[src/rtl/ysyx_2022040010_dmem_arb.sv]
// Shared data-memory arbiter: instruction fetch and load/store onto one port.
// Each access runs grant -> address handshake -> data return -> response.
module ysyx_2022040010_dmem_arb #(
    parameter int ADDR_W   = 64,
    parameter int DATA_W   = 64,
    parameter int MAX_WAIT = 16
) (
    input  logic                  clk,
    input  logic                  rst,
    input  logic                  if_req,
    input  logic [ADDR_W-1:0]     if_addr,
    output logic                  if_gnt,
    output logic                  if_rvalid,
    output logic [DATA_W-1:0]     if_rdata,
    input  logic                  ls_req,
    input  logic                  ls_we,
    input  logic [ADDR_W-1:0]     ls_addr,
    input  logic [DATA_W-1:0]     ls_wdata,
    input  logic [DATA_W/8-1:0]   ls_wmask,
    output logic                  ls_gnt,
    output logic                  ls_rvalid,
    output logic [DATA_W-1:0]     ls_rdata,
    output logic                  mem_req,
    output logic                  mem_we,
    output logic [ADDR_W-1:0]     mem_addr,
    output logic [DATA_W-1:0]     mem_wdata,
    output logic [DATA_W/8-1:0]   mem_wmask,
    input  logic                  mem_ready,
    input  logic                  mem_rvalid,
    input  logic [DATA_W-1:0]     mem_rdata,
    output logic                  stall_req,
    output logic                  err
);

    localparam int         MASK_W = DATA_W / 8;
    localparam logic [7:0] TMO    = 8'(MAX_WAIT - 1);

    typedef enum logic [1:0] {
        S_IDLE,
        S_REQ,
        S_WAIT,
        S_RESP
    } state_t;

    typedef enum logic [1:0] {
        OWN_NONE,
        OWN_IF,
        OWN_LS
    } owner_t;

    typedef struct packed {
        logic              we;
        logic [ADDR_W-1:0] addr;
        logic [DATA_W-1:0] wdata;
        logic [MASK_W-1:0] wmask;
    } mreq_t;

    state_t            state_q, state_d;
    owner_t            owner_q, owner_d;
    mreq_t             req_q, req_d;
    logic [7:0]        timer_q, timer_d;
    logic [DATA_W-1:0] if_rdata_q, ls_rdata_q;
    logic              cap_en;
    logic [DATA_W-1:0] cap_data;
    logic              in_req;
    logic              in_resp;

    always_comb begin
        state_d  = state_q;
        owner_d  = owner_q;
        req_d    = req_q;
        timer_d  = timer_q;
        if_gnt   = 1'b0;
        ls_gnt   = 1'b0;
        err      = 1'b0;
        cap_en   = 1'b0;
        cap_data = '0;
        unique case (state_q)
            S_IDLE: begin
                // LS is the older instruction, so it wins a tie
                if (ls_req) begin
                    ls_gnt      = 1'b1;
                    owner_d     = OWN_LS;
                    req_d.we    = ls_we;
                    req_d.addr  = ls_addr;
                    req_d.wdata = ls_we ? ls_wdata : '0;
                    req_d.wmask = ls_we ? ls_wmask : '0;
                    state_d     = S_REQ;
                end else if (if_req) begin
                    if_gnt      = 1'b1;
                    owner_d     = OWN_IF;
                    req_d.we    = 1'b0;
                    req_d.addr  = if_addr;
                    req_d.wdata = '0;
                    req_d.wmask = '0;
                    state_d     = S_REQ;
                end
            end
            S_REQ: begin
                if (mem_ready) begin
                    if (req_q.we) begin
                        cap_en  = 1'b1;
                        state_d = S_RESP;
                    end else begin
                        timer_d = '0;
                        state_d = S_WAIT;
                    end
                end
            end
            S_WAIT: begin
                if (mem_rvalid) begin
                    cap_en   = 1'b1;
                    cap_data = mem_rdata;
                    state_d  = S_RESP;
                end else if (timer_q == TMO) begin
                    err     = 1'b1;
                    cap_en  = 1'b1;
                    state_d = S_RESP;
                end else begin
                    timer_d = timer_q + 8'd1;
                end
            end
            S_RESP: begin
                owner_d = OWN_NONE;
                state_d = S_IDLE;
            end
            default: state_d = S_IDLE;
        endcase
        if (rst) begin
            if_gnt = 1'b0;
            ls_gnt = 1'b0;
            err    = 1'b0;
        end
    end

    always_ff @(posedge clk or posedge rst) begin
        if (rst) begin
            state_q    <= S_IDLE;
            owner_q    <= OWN_NONE;
            req_q      <= '0;
            timer_q    <= '0;
            if_rdata_q <= '0;
            ls_rdata_q <= '0;
        end else begin
            state_q <= state_d;
            owner_q <= owner_d;
            req_q   <= req_d;
            timer_q <= timer_d;
            if (cap_en) begin
                if (owner_q == OWN_IF) begin
                    if_rdata_q <= cap_data;
                end else begin
                    ls_rdata_q <= cap_data;
                end
            end
        end
    end

    // Memory-side fields are only driven while a request is outstanding
    assign in_req    = (state_q == S_REQ);
    assign in_resp   = (state_q == S_RESP);
    assign mem_req   = in_req;
    assign mem_we    = in_req & req_q.we;
    assign mem_addr  = in_req ? req_q.addr  : '0;
    assign mem_wdata = in_req ? req_q.wdata : '0;
    assign mem_wmask = in_req ? req_q.wmask : '0;

    assign if_rvalid = in_resp & (owner_q == OWN_IF);
    assign ls_rvalid = in_resp & (owner_q == OWN_LS);
    assign if_rdata  = if_rdata_q;
    assign ls_rdata  = ls_rdata_q;

    assign stall_req = (if_req & ~if_rvalid) | (ls_req & ~ls_rvalid);

endmodule

[config.mk]
export PLATFORM = sky130hd
export DESIGN_NAME = ysyx_2022040010_dmem_arb
export DESIGN_NICKNAME = d
export VERILOG_FILES = /design/src/rtl/ysyx_2022040010_dmem_arb.sv
export SDC_FILE = /design/constraint.sdc
export NUM_CORES = 1
export LEC_CHECK = 0
export CORE_AREA = 4 4 208 210
export CTS_BUF_LIST = sky130_fd_sc_hd__clkbuf_16
export CTS_CLUSTER_SIZE = 20
export DETAILED_ROUTE_END_ITERATION = 8
export DIE_AREA = 0 0 212 214
export GPL_TIMING_DRIVEN = 1
export HOLD_SLACK_MARGIN = 0.02
export PLACE_DENSITY_LB_ADDON = 0.2
export SLEW_MARGIN = 20
export SYNTH_ARGS = -nofsm -noshare
export SYNTH_HDL_FRONTEND = slang
export SYNTH_SLANG_ARGS = --single-unit
[constraint.sdc]
create_clock -name clk -period 11.1 [get_ports clk]
set_input_delay 1.11 -clock clk [delete_from_list [all_inputs] [get_ports clk]]
set_output_delay 1.11 -clock clk [all_outputs]
set_load 0.05 [all_outputs]
==> impl_metrics.ini <==
[outcome]
outcome = finished clean

[place]
port_buffers = 542
gp_congestion = 0.7914
hpwl_mm = 31.30
pre_cts_slack_ps = 6515

[cts]
clk_latency_ps = 570
cts_resized = 0
cts_num_sinks = 277
cts_buffers = 31
cts_tree = done
cts_max_level = 1
hold_buffers = 0
clk_pin_slew_ps = 60
cts.root.buffer_cell = clkbuf_16
post-cts-setup-buffer-count = 0
cts.path.max_buffers = 3

[drt]
postRouteWirelength_mm = 44.37
route.detailed.drc = 0
firstDrtPassIters = 5
vias = 10060
drt-initial-drc-count = 629
viasPerCell = 4.921
wire_per_inst_um = 21.69
antenna_left = 0

[yosys]
synth_warnings = 0
yosys_register_bits = 277
avgSynthCellArea_sq_um = 12.28
synthCells = 986
synth_flop_cell = dfrtp_1
syn_nets = 1263
synth_edf_count = 0
synth.distinct_cells = 48
synth-seq-area-share_pct = 57.24
syn-cell-area_sq_um = 12110
synthArstFlopShare_pct = 100.0

[final_layout]
area_growth_pct = 54.54
drive_gt1_share_pct = 4.863
final_nets = 1753
fillers = 3899

[setup_path]
path_max_fanout = 72
path_class = register to output port
worst_setup_path_end_kind = output port
critical_path_required_ps = 9990
crit_path_start_kind = register
crit_arrival_ps = 3520

[sta]
rsz0062_at_grt = no
fin_ws_ps = 6475
fin_setup_tns_ps = 0
holdWs_ps = 471.2
fin_skew_ps = 21.51
finalHoldViolCount = 0
relSlewSlack_pct = 26.66
setup_viol = 0
period_share_pct = 41.67
fmax_mhz = 216.2
min_period_ps = 4625
worstMarginPinSlew_ps = 1100
drv_slew = 0

[global_route]
grt_pass1_vias = 10490
gr-total-overflow = 0
grt_max_degree = 159
antenna_found_initial = 14
grt_usage_pct = 18.60
grt_pass1_wl_mm = 65.95

[floorplan]
start_util_pct = 29.13
fp.dieH_um = 214
die_area_sq_um = 45370
num_io_pins = 543
fp-row-count = 75
coreArea_sq_um = 41570
fp.dieW_um = 212

[power_and_ir_drop]
static-leakage-power_nw = 8.046
power-per-cell-area_nw_per_um2 = 305.7
peakVddDrop_v = 0.0002528

[worst_hold_path]
min_path_type = register to register

[run]
cap_violations = 0
## registers in the layout (all words and copies together) (netlist names)
| register | flops |
|---|---|
| if_rdata | 64 |
| ls_rdata | 64 |
| req_q | 137 |
| owner_q | 2 |
| state_q | 2 |
| timer_q | 8 |
## layer usage
layer / share of wire (%) / vias up / global-route usage, % / wire (um)
met5: 0.21 / - / 0 / 95
met4: 2.2 / 12 / 4.841 / 986
met3: 9.8 / 59 / 6.971 / 4344
met1: 39 / 4957 / 22.52 / 17280
li1: - / 4641 / - / -
met2: 49 / 394 / 31.24 / 21660
## metrics by stage
| step | area [sq um] | std cells | power, mW | util, % |
|---|---|---|---|---|
| floorplan | 12110 | 986 | 3.738 | - |
| global placement | 17740 | 1982 | 4.752 | 42.67 |
| detailed placement | 17740 | 1982 | 4.789 | 42.67 |
| CTS | 18700 | 2040 | 5.798 | 44.98 |
| global route | 18710 | 2043 | 6.034 | 45.01 |
| finish | 18720 | 2045 | 5.722 | 45.02 |
## report_power, final
group          internal, mW  leakage (nW)  total, mW  switching [mW]
clock                 0.553         0.486      0.980           0.428
combinational          1.05          3.95       3.01            1.96
sequential             1.47          3.61       1.73           0.257
## final cells by class
cell class | instances | area, sq um | area share (%)
Multi-Input combinational cell | 606 | 4587 | 24.51
Clock buffer | 31 | 775.7 | 4.145
Clock inverter | 27 | 186.4 | 0.9961
Inverter | 9 | 41.29 | 0.2206
Tap cell | 539 | 674.4 | 3.603
Sequential cell | 277 | 6932 | 37.04
Timing Repair Buffer | 551 | 5507 | 29.42
Antenna cell | 5 | 12.51 | 0.06685
## path summary, 6_finish.rpt
path | startpoint | endpoint | slack [ps] | cells after the start
max in group asynchronous | rst | ls_rdata[9] | 8480 | 3
max | state_q[1] | mem_wmask[7] | 6470 | 5
min reg2reg | req_q[127] | req_q[127] | 470 | 2
max reg2reg | state_q[1] | ls_rdata[8] | 7720 | 7
min | req_q[127] | req_q[127] | 470 | 2
min in group asynchronous | rst | req_q[135] | 1110 | 2
## worst max-delay path: stages, from the launching register on
cell and delay [ps]:
dfrtp_1 430, inv_1 160, ha_4 570, buf_4 620, and2_1 210, clkdlybuf4s50_1 880
## cells in the final DEF, fill, tap and decap left out, types with 3 or more instances in the layout
master / n
a21o_1: 3
a22o_1: 74
a32o_1: 128
and2_1: 139
and3_1: 3
buf_4: 8
clkbuf_16: 31
clkdlybuf4s50_1: 541
clkinv_1: 7
clkinv_2: 6
clkinvlp_4: 4
dfrtp_1: 277
diode_2: 5
ha_1: 5
inv_1: 14
mux2i_1: 64
nand2_1: 68
nand3_1: 4
nor2_1: 8
o21ai_0: 71
## cells by family (layout without fill, tap and decap cells)
| logic type | count (synthesis) | in the layout | synth area share (%) |
|---|---|---|---|
| XOR/XNOR | 1 | 1 | 0.07233 |
| adder cells (fa/ha/maj) | 6 | 6 | 0.6199 |
| AO/OA/AOI/OAI | 290 | 290 | 20.17 |
| AND/OR/NAND/NOR | 243 | 243 | 11.32 |
| buffers and inverters | 103 | 618 | 5.104 |
| flip-flops | 277 | 277 | 57.24 |
| multiplexers | 66 | 66 | 5.476 |
| other | 0 | 5 | 0 |
## synthesized netlist by cell type, types with 3 or more instances
cell | number | area, sq um
buf_1 | 9 | 33.78
a22o_1 | 74 | 648.1
nor2_1 | 8 | 30.03
buf_6 | 15 | 168.9
nand3_1 | 4 | 20.02
inv_1 | 9 | 33.78
ha_1 | 6 | 75.07
dfrtp_1 | 277 | 6932
nand2_1 | 68 | 255.2
and3_1 | 4 | 25.02
a21o_1 | 3 | 22.52
clkbuf_1 | 45 | 168.9
o21ai_0 | 71 | 355.3
mux2i_1 | 64 | 640.6
a32o_1 | 128 | 1281
and2_1 | 139 | 869.6
clkbuf_8 | 10 | 137.6
buf_2 | 15 | 75.07
Note: power is estimated with default switching activity, not from simulation.
